$ cat src/rtl/pixtx_pkg.sv
// pixtx_pkg: shared types and constants for the pixel-drain UART transmitter.
//   pixtx_state_e  : FSM states for the fetch controller and the serializer
//   TX_IDLE_LVL / START_LVL / DATA_BITS : UART 8N1 line constants
//   clks_per_bit() : clock cycles per UART bit (integer division)
package pixtx_pkg;

  typedef enum logic [2:0] {
    IDLE,
    FETCH,
    LOAD,
    START,
    DATA,
    PARITY,
    STOP
  } pixtx_state_e;

  localparam logic        TX_IDLE_LVL = 1'b1;
  localparam logic        START_LVL   = 1'b0;
  localparam int unsigned DATA_BITS   = 8;

  function automatic int unsigned clks_per_bit(input int unsigned clk_hz,
                                               input int unsigned baud);
    return clk_hz / baud;
  endfunction

endpackage

$ cat src/rtl/uart_tx_core.sv
// uart_tx_core: UART serializer (start, 8 data bits LSB first, optional even
// parity, stop). Optional feature macro: PIXTX_PARITY_EN.
// Ports:
//   clk, rstn     : clock, async active-low reset
//   i_load        : accept i_byte (honoured only while idle)
//   i_byte        : byte to serialize
//   o_tx          : serial line (registered), idles high
//   o_busy        : high while a frame is on the line
//   o_done        : one-cycle pulse on the last cycle of the stop bit
module uart_tx_core
  import pixtx_pkg::*;
#(
  parameter int unsigned CLKS_PER_BIT = 434
) (
  input  logic       clk,
  input  logic       rstn,
  input  logic       i_load,
  input  logic [7:0] i_byte,
  output logic       o_tx,
  output logic       o_busy,
  output logic       o_done
);

  localparam int unsigned BW = (CLKS_PER_BIT > 1) ? $clog2(CLKS_PER_BIT) : 1;
  localparam logic [BW-1:0] BAUD_LAST = BW'(CLKS_PER_BIT - 1);

  pixtx_state_e  r_state, w_state_nxt;
  logic [BW-1:0] r_baud, w_baud_nxt;
  logic [2:0]    r_bit, w_bit_nxt;
  logic [7:0]    r_shift, w_shift_nxt;
  logic          r_tx, w_tx_nxt;
  logic          w_bit_end;
`ifdef PIXTX_PARITY_EN
  logic          r_par, w_par_nxt;
`endif

  assign w_bit_end = (r_baud == BAUD_LAST);

  always_ff @(posedge clk or negedge rstn) begin
    if (!rstn) begin
      r_state <= IDLE;
      r_baud  <= '0;
      r_bit   <= '0;
      r_shift <= '0;
      r_tx    <= TX_IDLE_LVL;
`ifdef PIXTX_PARITY_EN
      r_par   <= 1'b0;
`endif
    end else begin
      r_state <= w_state_nxt;
      r_baud  <= w_baud_nxt;
      r_bit   <= w_bit_nxt;
      r_shift <= w_shift_nxt;
      r_tx    <= w_tx_nxt;
`ifdef PIXTX_PARITY_EN
      r_par   <= w_par_nxt;
`endif
    end
  end

  // tx is registered, so each transition loads the level of the bit that
  // follows; r_shift[0] is always the data bit currently on the line.
  always_comb begin
    w_state_nxt = r_state;
    w_baud_nxt  = r_baud;
    w_bit_nxt   = r_bit;
    w_shift_nxt = r_shift;
    w_tx_nxt    = r_tx;
`ifdef PIXTX_PARITY_EN
    w_par_nxt   = r_par;
`endif
    case (r_state)
      IDLE: begin
        if (i_load) begin
          w_state_nxt = START;
          w_baud_nxt  = '0;
          w_shift_nxt = i_byte;
          w_tx_nxt    = START_LVL;
`ifdef PIXTX_PARITY_EN
          w_par_nxt   = ^i_byte;
`endif
        end
      end
      START: begin
        if (w_bit_end) begin
          w_state_nxt = DATA;
          w_baud_nxt  = '0;
          w_bit_nxt   = '0;
          w_tx_nxt    = r_shift[0];
        end else begin
          w_baud_nxt  = r_baud + 1'b1;
        end
      end
      DATA: begin
        if (w_bit_end) begin
          w_baud_nxt = '0;
          if (r_bit == 3'(DATA_BITS - 1)) begin
`ifdef PIXTX_PARITY_EN
            w_state_nxt = PARITY;
            w_tx_nxt    = r_par;
`else
            w_state_nxt = STOP;
            w_tx_nxt    = TX_IDLE_LVL;
`endif
          end else begin
            w_bit_nxt   = r_bit + 1'b1;
            w_shift_nxt = r_shift >> 1;
            w_tx_nxt    = r_shift[1];
          end
        end else begin
          w_baud_nxt = r_baud + 1'b1;
        end
      end
      PARITY: begin
        if (w_bit_end) begin
          w_state_nxt = STOP;
          w_baud_nxt  = '0;
          w_tx_nxt    = TX_IDLE_LVL;
        end else begin
          w_baud_nxt  = r_baud + 1'b1;
        end
      end
      STOP: begin
        if (w_bit_end) begin
          w_state_nxt = IDLE;
          w_baud_nxt  = '0;
        end else begin
          w_baud_nxt  = r_baud + 1'b1;
        end
      end
      default: begin
        w_state_nxt = IDLE;
        w_tx_nxt    = TX_IDLE_LVL;
      end
    endcase
  end

  assign o_tx   = r_tx;
  assign o_busy = (r_state != IDLE);
  assign o_done = (r_state == STOP) && w_bit_end;

endmodule

$ cat src/rtl/pixel_drain_uart_tx.sv
// pixel_drain_uart_tx: drains pixels from the output FIFO and sends them to
// the host over UART; counts sent pixels and flags frame completion.
// Optional feature macro: PIXTX_PARITY_EN (even parity bit, 11-bit frame).
// Ports:
//   clk, rstn     : clock, async active-low reset
//   enable        : allow fetching new bytes (byte in flight always completes)
//   frame_clr     : clear px_sent/frame_done, honoured only when idle
//   fifo_rd_data  : FIFO data, valid the cycle after fifo_rd_en
//   fifo_empty    : FIFO empty flag
//   fifo_rd_en    : one-cycle registered FIFO read strobe
//   tx            : UART line, idles high
//   tx_busy       : high whenever not idle
//   px_sent       : bytes fully transmitted (saturating)
//   frame_done    : sticky, set when px_sent reaches FRAME_PIX
module pixel_drain_uart_tx
  import pixtx_pkg::*;
#(
  parameter int unsigned CLK_HZ    = 50_000_000,
  parameter int unsigned BAUD      = 115_200,
  parameter logic [31:0] FRAME_PIX = 32'd614_400
) (
  input  logic        clk,
  input  logic        rstn,
  input  logic        enable,
  input  logic        frame_clr,
  input  logic [7:0]  fifo_rd_data,
  input  logic        fifo_empty,
  output logic        fifo_rd_en,
  output logic        tx,
  output logic        tx_busy,
  output logic [31:0] px_sent,
  output logic        frame_done
);

  localparam int unsigned CPB = clks_per_bit(CLK_HZ, BAUD);

  if (CPB < 4) begin : g_bad_baud
    $error("pixel_drain_uart_tx: CLK_HZ/BAUD must be at least 4");
  end

  pixtx_state_e r_state, w_state_nxt;
  logic         r_rd_en;
  logic [31:0]  r_px_sent;
  logic         r_frame_done;
  logic         w_core_busy, w_core_done, w_load;
  logic         w_idle, w_clr, w_start;

  // This FSM only walks IDLE -> FETCH -> LOAD; START..STOP live in the
  // serializer, so "IDLE" for the whole block means both are idle.
  assign w_idle  = (r_state == IDLE) && !w_core_busy;
  assign w_clr   = w_idle && frame_clr;
  assign w_start = w_idle && enable && !fifo_empty && !r_frame_done;
  assign w_load  = (r_state == LOAD);

  always_comb begin
    w_state_nxt = r_state;
    case (r_state)
      IDLE:    if (w_start && !w_clr) w_state_nxt = FETCH;
      FETCH:   w_state_nxt = LOAD;
      LOAD:    w_state_nxt = IDLE;
      default: w_state_nxt = IDLE;
    endcase
  end

  always_ff @(posedge clk or negedge rstn) begin
    if (!rstn) begin
      r_state      <= IDLE;
      r_rd_en      <= 1'b0;
      r_px_sent    <= '0;
      r_frame_done <= 1'b0;
    end else begin
      r_state <= w_state_nxt;
      r_rd_en <= (r_state == IDLE) && (w_state_nxt == FETCH);
      if (w_clr) begin
        r_px_sent    <= '0;
        r_frame_done <= 1'b0;
      end else if (w_core_done) begin
        if (r_px_sent != '1) r_px_sent <= r_px_sent + 32'd1;
        if ((r_px_sent + 32'd1) == FRAME_PIX) r_frame_done <= 1'b1;
      end
    end
  end

  uart_tx_core #(
    .CLKS_PER_BIT(CPB)
  ) u_core (
    .clk    (clk),
    .rstn   (rstn),
    .i_load (w_load),
    .i_byte (fifo_rd_data),
    .o_tx   (tx),
    .o_busy (w_core_busy),
    .o_done (w_core_done)
  );

  assign fifo_rd_en = r_rd_en;
  assign tx_busy    = !w_idle;
  assign px_sent    = r_px_sent;
  assign frame_done = r_frame_done;

endmodule

$ cat config.mk
export PLATFORM = sky130hd
export DESIGN_NAME = pixel_drain_uart_tx
export DESIGN_NICKNAME = d
export VERILOG_FILES = /design/src/rtl/pixtx_pkg.sv /design/src/rtl/uart_tx_core.sv /design/src/rtl/pixel_drain_uart_tx.sv
export SDC_FILE = /design/constraint.sdc
export NUM_CORES = 1
export LEC_CHECK = 0
export ABC_CLOCK_PERIOD_IN_PS = 3400
export BUFFER_PORTS_ARGS = -buffer_cell sky130_fd_sc_hd__buf_4
export CORE_UTILIZATION = 58
export CTS_CLUSTER_SIZE = 12
export DETAILED_ROUTE_END_ITERATION = 10
export PLACE_DENSITY = 0.8
export SYNTH_ARGS = -nofsm -noshare
export SYNTH_HDL_FRONTEND = slang
export SYNTH_HIERARCHICAL = 1
export SYNTH_SLANG_ARGS = --single-unit
$ cat constraint.sdc
create_clock -name clk -period 3.4 [get_ports clk]
set_input_delay 0.68 -clock clk [delete_from_list [all_inputs] [get_ports clk]]
set_output_delay 0.68 -clock clk [all_outputs]
set_load 0.02 [all_outputs]
==> qor.csv, run 1 <==
stage,metric,value,unit
synth,synth_cell_type_count,68,
critical_path,end_kind,output pin,
synth,yosysTopAreaCell,dfrtp_1,
cells_and_area,fin_util,69.02,%
critical_path,start_kind,flop,
run_status,status,finished clean,
global_route,overflow,0,
drt,drtIter0Drc,119,
pwr,cellPowerDensity,335.0,nW/um^2
critical_path,worstRegToRegCells,9,
timing,rsz0062_at_grt,no,
floorplan,io_pins,49,
synth,mappedNetlistArea,3815,sq um
synth,synth-edff-count,0,
pwr,cellLeakagePower,1.939,nW
synth,synthTopCellsByCount,"dfrtp_1, nor2_1, nand2_1",
global_route,antenna_found_initial,0,
global_route,top_usage_layer,met2,
synth,async_reset_ff_share,100.0,%
synth,ys_warn_count,6,
critical_path,cp_max_fo,20,
synth,netlist_instances,400,
timing,finClkSkew,7.552,ps
placement,place.gp.congestion,0.8875,
placement,io_buffers,48,
synth,seq_area_frac_synth,40.05,%
timing,maxSlewHeadroom,49.25,%
synth,ys.flop_type,dfrtp_1,
critical_path,reg2reg_from,u_core/r_baud[1],
clock_network,cts_hold_buf,0,
floorplan,dieArea,6906,sq um
floorplan,coreArea,6350,sq um
cells_and_area,diodes,0,
critical_path,r2r_end,px_sent[16],
global_route,grt_pass1_vias,3138,
critical_path,critPathKind,reg -> out,
clock_network,cts_sinks,61,
synth,synthTopCellsByArea,"dfrtp_1, xnor2_1, nor2_1",
synth,synth_area_per_cell,9.537,sq um
timing,tightest_slew,761.2,ps
clock_network,post_cts_buffers,0,
placement,hpwl,5.985,mm
floorplan,rows,29,
min_path,hp-class,in -> async,
critical_path,critical_path.startpoint,u_core/r_state[2],
critical_path,rrSetupSlack,630,ps
floorplan,die_width,83.10,um
floorplan,fp.dieH,83.10,um
drt,ant_nets,0,
timing,fin_crit,2937,ps
drt,drtPass1Iterations,4,
critical_path,arrival,2260,ps
clock_network,path_clk_slew,70,ps
drt,wl_per_cell,16.23,um
drt,vias_per_cell,6.064,
clock_network,cts_tree,done,
global_route,track_usage,26.58,%
global_route,grt_use_met3,5.169,%
global_route,met2_usage,44.86,%
synth,yosys.area.top_type_share,39.36,%
timing,setup-violations-final,0,
critical_path,crit_end,tx_busy,
clock_network,htree_levels,3,
clock_network,root_buffer,clkbuf_8,
drt,drc_errors,0,
clock_network,cts.repair.resized,0,
synth,syn_nets,419,
synth,synth_seq_cells,61,
timing,finalHoldViolCount,0,
global_route,grt_pass1_wl,14.68,mm
timing,period_share,86.39,%
drt,routed_wl,8.572,mm
pwr,peakVddDrop,291.0,uV
synth,post-synth-top-count-cell,dfrtp_1,
clock_network,clock_latency,340,ps
clock_network,clock_path_buffers,2,
global_route,use_met1,33.51,%
timing,setup_tns,0,ps
drt,num_vias,3202,
timing,fmax,340.4,MHz
cells_and_area,finalNetCount,465,
global_route,grt_max_degree,62,
cells_and_area,drive_above_1_share,23.95,%
timing,slew_violations,0,
cells_and_area,n_fill_cell,490,
job,cap_violations,0,
cells_and_area,area_growth,14.89,%
critical_path,crit_required,2720,ps
floorplan,start_util,60.08,%
clock_network,cts_buffers,9,
==> layout by cell type (no fill, tap or decap), types with 3 or more instances in the layout <==
master,instances
xor2_1,20
nor2_1,46
xnor2_1,21
clkinv_2,4
o21ai_0,11
o21ai_1,7
and3_1,5
a22o_1,4
or3_1,7
dfrtp_1,60
nor4_1,9
nand3_1,20
buf_4,53
inv_1,10
mux2_2,10
nand4_1,11
and4b_1,3
nor3_1,16
nand2_1,35
a31oi_1,6
a21oi_1,12
mux2_4,7
clkbuf_8,9
and2_1,4
ha_1,6
==> how the worst min path moves through the flow <==
stage / start / to / slack, ps / cells after the start
2_1_floorplan: rstn / fifo_rd_en / 380 / 0
3_3_place_gp: r_state[1] / r_state[1] / 440 / 1
3_5_place_dp: r_state[1] / r_state[1] / 450 / 1
4_1_cts: rstn / r_state[0] / 430 / 1
5_1_grt: rstn / u_core/r_baud[6] / 470 / 1
6_report: rstn / u_core/r_baud[2] / 410 / 1
==> sequential cells by signal, indices dropped and copies added, names as in the netlist <==
name,cells
px_sent,32
u_core/r_bit,3
u_core/r_state,3
u_core/o_tx,1
frame_done,1
fifo_rd_en,1
u_core/r_baud,9
r_state,3
u_core/r_shift,8
==> cell type report <==
| class | count | area [sq um] | share of cell area (%) |
|---|---|---|---|
| multi-input combinational | 311 | 2133 | 48.67 |
| sequential | 61 | 1528 | 34.86 |
| timing repair buffer | 53 | 397.9 | 9.078 |
| clock buffer | 9 | 123.9 | 2.826 |
| tap | 77 | 96.34 | 2.198 |
| clock inverter | 7 | 66.31 | 1.513 |
| inverter | 10 | 37.54 | 0.8564 |
==> logic make-up after synthesis <==
| logic type | synth area share, % |
|---|---|
| other cells | 0.09830 |
| xor+xnor | 9.413 |
| flops | 40.05 |
| fa+ha+maj | 1.968 |
| buf+inv | 4.100 |
| mux | 5.707 |
| compound gates | 11.12 |
| simple gates | 27.55 |
==> stage by stage <==
step           instance area [sq um]  power (mW)  hold WS (ps)  std cells  setup WS, ps
3_5_place_dp                    4193      0.8570         447.4        512         677.8
4_1_cts                         4383       1.485         432.7        528         444.5
5_1_grt                         4383       1.523         467.0        528         367.2
2_1_floorplan                   3815      0.8150         384.4        400         714.2
6_report                        4383       1.468         411.4        528         462.6
3_3_place_gp                    4193      0.8537         444.9        512         786.7
==> metal layers <==
layer | wire length [um] | share of wire, %
met1 | 3691 | 43
met3 | 415 | 4.8
met2 | 4291 | 50
met5 | 0 | 0
met4 | 174 | 2.0
==> worst max-delay path, stage by stage (launching register included) <==
cell and delay (ps):
dfrtp_1 630, or3_1 490, or4_1 590, buf_4 200
==> report_power, final <==
part	internal, mW	total, mW	switching, mW
clock network	0.334	0.626	0.293
registers	0.747	0.761	0.0145
logic	0.0418	0.0802	0.0385
total	1.12	1.47	0.346
No activity file was read; power rests on OpenSTA's default activity.
==> run 2, diff against run 1 <==
- BUFFER_PORTS_ARGS: -buffer_cell sky130_fd_sc_hd__buf_4 -> not set
- CORE_UTILIZATION: 58 -> 35
- DONT_BUFFER_PORTS: not set -> 1
- PLACE_DENSITY: 0.8 -> not set
==> run 2 against run 1 <==
Effect of this change: routed wire length grew 5.3%; combinational power down 20%; die area up 64%; utilization is 30 points lower; sequential power about the same; worst hold slack got worse by 380 ps; flip-flop and latch count is the same; clock skew shrank 1.3 ps; largest power group unchanged; clock power fell by 6.7%; critical endpoint is now px_sent[19]; design area is 6.1% lower; maximum frequency rose by 6.4%.
==> qor.csv, run 2 (synthesis results as in run 1) <==
stage,metric,value,unit,change
pwr,peakVddDrop,204.2,uV,-30%
floorplan,dieArea,11320,sq um,+64%
cells_and_area,final_common_cell,dfrtp_1,,
clock_network,cts_buffers,9,,unchanged
critical_path,cp_cell_sequence,inv_1 -> ha_1 -> and4b_1 -> nand2_1 -> nor3_1 -> o21ai_2 -> nor4_1 -> xnor2_1 -> nor2_1,,
global_route,grt_max_degree,62,,unchanged
cells_and_area,drive_above_1_share,14.29,%,-9.7 points
global_route,grt_pass1_vias,2883,,-8.1%
run_status,status,finished clean,,
floorplan,start_util,36.46,%,-24 points
global_route,antenna_found_initial,0,,unchanged
cells_and_area,area_growth,7.872,%,
critical_path,crit_required,3620,ps,+900 ps
cells_and_area,diodes,0,,unchanged
pwr,cellLeakagePower,1.694,nW,-13%
placement,place.gp.congestion,0.8378,,-5.6%
timing,setup_tns,0,ps,unchanged
clock_network,cts.repair.resized,0,,unchanged
critical_path,end_kind,flop,,
drt,routed_wl,9.026,mm,+5.3%
floorplan,io_pins,49,,unchanged
clock_network,clock_latency,350,ps,about the same
job,cap_violations,0,,unchanged
critical_path,start_kind,flop,,
floorplan,coreArea,10460,sq um,+65%
timing,whs,26.47,ps,-385.0 ps
global_route,overflow,0,,unchanged
clock_network,path_clk_slew,70,ps,about the same
timing,finClkSkew,6.283,ps,-1.269 ps
clock_network,root_buffer,clkbuf_8,,
drt,vias_per_cell,5.482,,-9.6%
critical_path,critPathKind,reg -> reg,,
drt,num_vias,2971,,-7.2%
critical_path,cp_max_fo,14,,-30%
placement,io_buffers,0,,-100%
clock_network,htree_levels,3,,unchanged
pwr,cellPowerDensity,342.5,nW/um^2,+2.3%
clock_network,clock_path_buffers,2,,unchanged
placement,dpl_cell_area,3914,sq um,-6.7%
timing,fmax,362.4,MHz,+6.4%
cells_and_area,final_cell_mix,"dfrtp_1, nor2_1, nand2_1",,
placement,hpwl,6.291,mm,+5.1%
drt,ant_nets,0,,unchanged
min_path,hp-class,in -> async,,
drt,wl_per_cell,16.65,um,+2.6%
cells_and_area,fin_util,39.33,%,-30 points
global_route,track_usage,16.82,%,-9.8 points
clock_network,cts_tree,done,,
timing,maxSlewHeadroom,51.96,%,+2.7 points
cells_and_area,largest_reg_flops,32,,unchanged
floorplan,fp.dieH,106.4,um,+28%
drt,drc_errors,0,,unchanged
timing,finalHoldViolCount,0,,unchanged
timing,tightest_slew,719.0,ps,-42.23 ps
timing,slew_violations,0,,unchanged
cells_and_area,finalNetCount,420,,-9.7%
drt,drtPass1Iterations,4,,unchanged
global_route,grt_pass1_wl,14.95,mm,+1.8%
timing,setup-violations-final,0,,unchanged
cells_and_area,design_area,4115,sq um,-6.1%
timing,rsz0062_at_grt,no,,
timing,fin_crit,2760,ps,-177.7 ps
critical_path,arrival,2980,ps,+720 ps
floorplan,die_width,106.4,um,+28%
critical_path,crit_path_top_delay_cell,nor3_1,,
floorplan,rows,37,,+28%
drt,drtIter0Drc,144,,+21%
clock_network,cts_sinks,61,,unchanged
critical_path,slowest_delay,540,ps,-90 ps
timing,period_share,81.17,%,-5.2 points
run 2: per-stage QoR:
stage	std cells	setup slack (ps)	power, mW
after floorplan	400	714.2	0.8150
after global placement	524	700.0	0.8256
after detailed placement	524	651.2	0.8280
after CTS	540	620.4	1.426
after global routing	542	366.3	1.475
final	542	640.3	1.409
run 2: final timing paths:
kind	from	endpoint	slack (ps)	cells past startpoint
worst min-delay path	rstn	u_core/r_state[2]	30	0
min in group clk	fifo_empty	fifo_rd_en	400	1
max in group asynchronous	rstn	px_sent[30]	2680	1
worst min register to register	r_state[1]	r_state[1]	450	1
worst max register to register	u_core/r_baud[1]	px_sent[19]	640	9
worst max-delay path	u_core/r_baud[1]	px_sent[19]	640	9
run 2: critical path: cells and delay by family, from the launching register on:
kind	cells	cell delay (ps)
adders and majority gates	1	160
and+or+nand+nor	5	1470
xor gates and xnor gates	1	170
buffers and inverters	1	80
AOI/OAI and AO/OA	1	350
DFF	1	400
run 2: metal layers:
metal | wire (um) | up-vias | global-route usage (%)
met1 | 4162 | 1456 | 21.27
met2 | 4247 | 58 | 26.90
li1 | - | 1449 | -
met5 | 0 | - | 0
met4 | 85 | 0 | 3.571
met3 | 532 | 8 | 6.744
run 2: repair_timing:
action	in CTS	in global routing
hold buffers	0	2
buffers inserted	0	0
endpoints found under the hold margin	0	32
run 2: layout make-up:
| type | instances | area [sq um] |
|---|---|---|
| Clock buffer | 15 | 166.4 |
| Sequential cell | 61 | 1528 |
| Tap cell | 136 | 170.2 |
| Fill cell | 1085 | 6347 |
| Clock inverter | 1 | 5.005 |
| Timing Repair Buffer | 8 | 75.07 |
| Inverter | 10 | 37.54 |
| Multi-Input combinational cell | 311 | 2133 |
run 2: where the power goes:
group	switching [mW]	leakage (nW)	internal (mW)
Sequential	0.0136	0.836	0.747
Combinational	0.0305	0.770	0.0340
Clock	0.279	0.0877	0.305
==> run 3, diff against run 2 <==
- ABC_CLOCK_PERIOD_IN_PS: 3400 -> 2500
- clock period: 3.4 -> 2.5 ns (I/O delays scaled with it)
==> run 3 against run 2 <==
Effect of this change: critical path depth shrank 3; first-iteration DRC count grew 7.6%; combinational power grew 57%; critical path type unchanged; critical endpoint is now px_sent[3].
==> qor.csv, run 3 (synthesis results as in run 1) <==
stage,metric,value,unit,change
critical_path,cp_max_fo,19,,+5
drt,wl_per_cell,15.76,um,-5.3%
cells_and_area,fin_util,43.05,%,+3.7 points
clock_network,root_buffer,clkbuf_8,,
clock_network,clock_latency,360,ps,about the same
drt,num_vias,3066,,+3.2%
global_route,track_usage,17.63,%,+0.81 points
clock_network,post_cts_buffers,0,,unchanged
placement,place.gp.congestion,0.8555,,+2.1%
critical_path,worstRegToRegCells,6,,-3
drt,drc_errors,0,,unchanged
cells_and_area,largest_reg_flops,32,,unchanged
drt,drtPass1Iterations,4,,unchanged
floorplan,coreArea,10460,sq um,unchanged
timing,worst_slack,179.8,ps,-460.6 ps
floorplan,die_width,106.4,um,unchanged
clock_network,htree_levels,3,,unchanged
cells_and_area,final_cell_mix,"dfrtp_1, nor2_1, buf_4",,
critical_path,end_kind,flop,,
clock_network,clock_path_buffers,2,,unchanged
critical_path,reg2reg_from,u_core/r_state[2],,
drt,routed_wl,9.158,mm,+1.5%
global_route,grt_pass1_vias,3158,,+9.5%
placement,io_buffers,0,,unchanged
global_route,overflow,0,,unchanged
cells_and_area,diodes,0,,unchanged
min_path,hp-class,in -> async,,
floorplan,fp.dieH,106.4,um,unchanged
clock_network,cts_sinks,61,,unchanged
placement,dp_slack,137.1,ps,-514.1 ps
timing,fin_crit,2320,ps,-439.4 ps
placement,hpwl,6.628,mm,+5.4%
timing,finClkSkew,13.48,ps,+7.196 ps
timing,tightest_slew,625.7,ps,-93.32 ps
pwr,cellPowerDensity,498.0,nW/um^2,+45%
floorplan,io_pins,49,,unchanged
timing,setup-violations-final,0,,unchanged
global_route,grt_max_degree,62,,unchanged
floorplan,rows,37,,unchanged
floorplan,start_util,36.46,%,unchanged
drt,vias_per_cell,5.277,,-3.7%
cells_and_area,drive_above_1_share,23.60,%,+9.3 points
clock_network,cts_tree,done,,
timing,finalHoldViolCount,0,,unchanged
global_route,grt_pass1_wl,15.48,mm,+3.6%
timing,fmax,431.0,MHz,+19%
cells_and_area,finalNetCount,459,,+9.3%
run_status,status,finished clean,,
critical_path,arrival,2550,ps,-430 ps
timing,maxSlewHeadroom,58.04,%,+6.1 points
critical_path,r2r_end,px_sent[3],,
critical_path,start_kind,flop,,
floorplan,dieArea,11320,sq um,unchanged
pwr,peakVddDrop,314.1,uV,+54%
job,cap_violations,0,,unchanged
pwr,cellLeakagePower,1.939,nW,+15%
drt,ant_nets,0,,unchanged
global_route,antenna_found_initial,0,,unchanged
timing,period_share,92.81,%,+12 points
critical_path,critPathKind,reg -> reg,,
clock_network,path_clk_slew,70,ps,about the same
clock_network,cts_buffers,9,,unchanged
cells_and_area,area_growth,18.07,%,
critical_path,rrSetupSlack,180,ps,-460 ps
critical_path,crit_required,2730,ps,-890 ps
timing,slew_violations,0,,unchanged
cells_and_area,final_common_cell,dfrtp_1,,
drt,drtIter0Drc,155,,+7.6%
[run 3: final cells by class]
type                            count  area [sq um]
Clock buffer                       10         137.6
Multi-Input combinational cell    311          2148
Clock inverter                      6         110.1
Tap cell                          136         170.2
Timing Repair Buffer               47         372.9
Fill cell                        1043          5958
Sequential cell                    61          1528
Inverter                           10         37.54
[run 3: where the power goes]
group | leakage (nW) | internal [mW] | switching (mW)
registers | 0.836 | 1.02 | 0.0174
logic | 0.985 | 0.0494 | 0.0519
clock network | 0.119 | 0.687 | 0.422
total | 1.94 | 1.75 | 0.491
[run 3: timing repair]
item                                    4_1_cts  5_1_grt
endpoints found under the setup margin        0       20
hold buffers                                  1        0
endpoints found under the hold margin        61        0
resized for setup                             0        2
[run 3: how the worst max path moves through the flow]
stage | end | slack [ps] | startpoint | cells past startpoint
floorplan | frame_done | 20 | u_core/r_state[2] | 8
global placement | frame_done | 210 | px_sent[0] | 9
detailed placement | px_sent[16] | 140 | u_core/r_baud[1] | 9
CTS | px_sent[16] | 120 | u_core/r_baud[1] | 9
global route | frame_done | -30 | px_sent[0] | 9
finish | px_sent[3] | 180 | u_core/r_state[2] | 6
[run 3: worst max-delay path, stage by stage (launching register included)]
cell and delay, ps:
dfrtp_1 370, or3_1 400, or4_4 600, nor2_2 190
buf_4 250, buf_4 280, a21oi_1 80
[run 3: metal layers]
| layer | wire (um) | global-route usage [%] | up-vias |
|---|---|---|---|
| li1 | - | - | 1520 |
| met1 | 4243 | 21.54 | 1478 |
| met2 | 4331 | 28.94 | 55 |
| met3 | 469 | 5.763 | 13 |
| met4 | 114 | 6.151 | 0 |
| met5 | 0 | 0 | - |
[run 3: per-stage QoR]
step | hold slack, ps | TNS, ps | cell area (sq um) | std cells | power [mW]
after global placement | 206.4 | 0 | 4218 | 564 | 1.127
after detailed placement | 206.3 | 0 | 4218 | 564 | 1.130
final | 7.984 | 0 | 4504 | 581 | 2.243
after floorplan | 204.4 | 0 | 3821 | 400 | 1.110
after CTS | 12.41 | 0 | 4493 | 581 | 2.268
after global routing | 25.13 | -27.73 | 4504 | 581 | 2.316
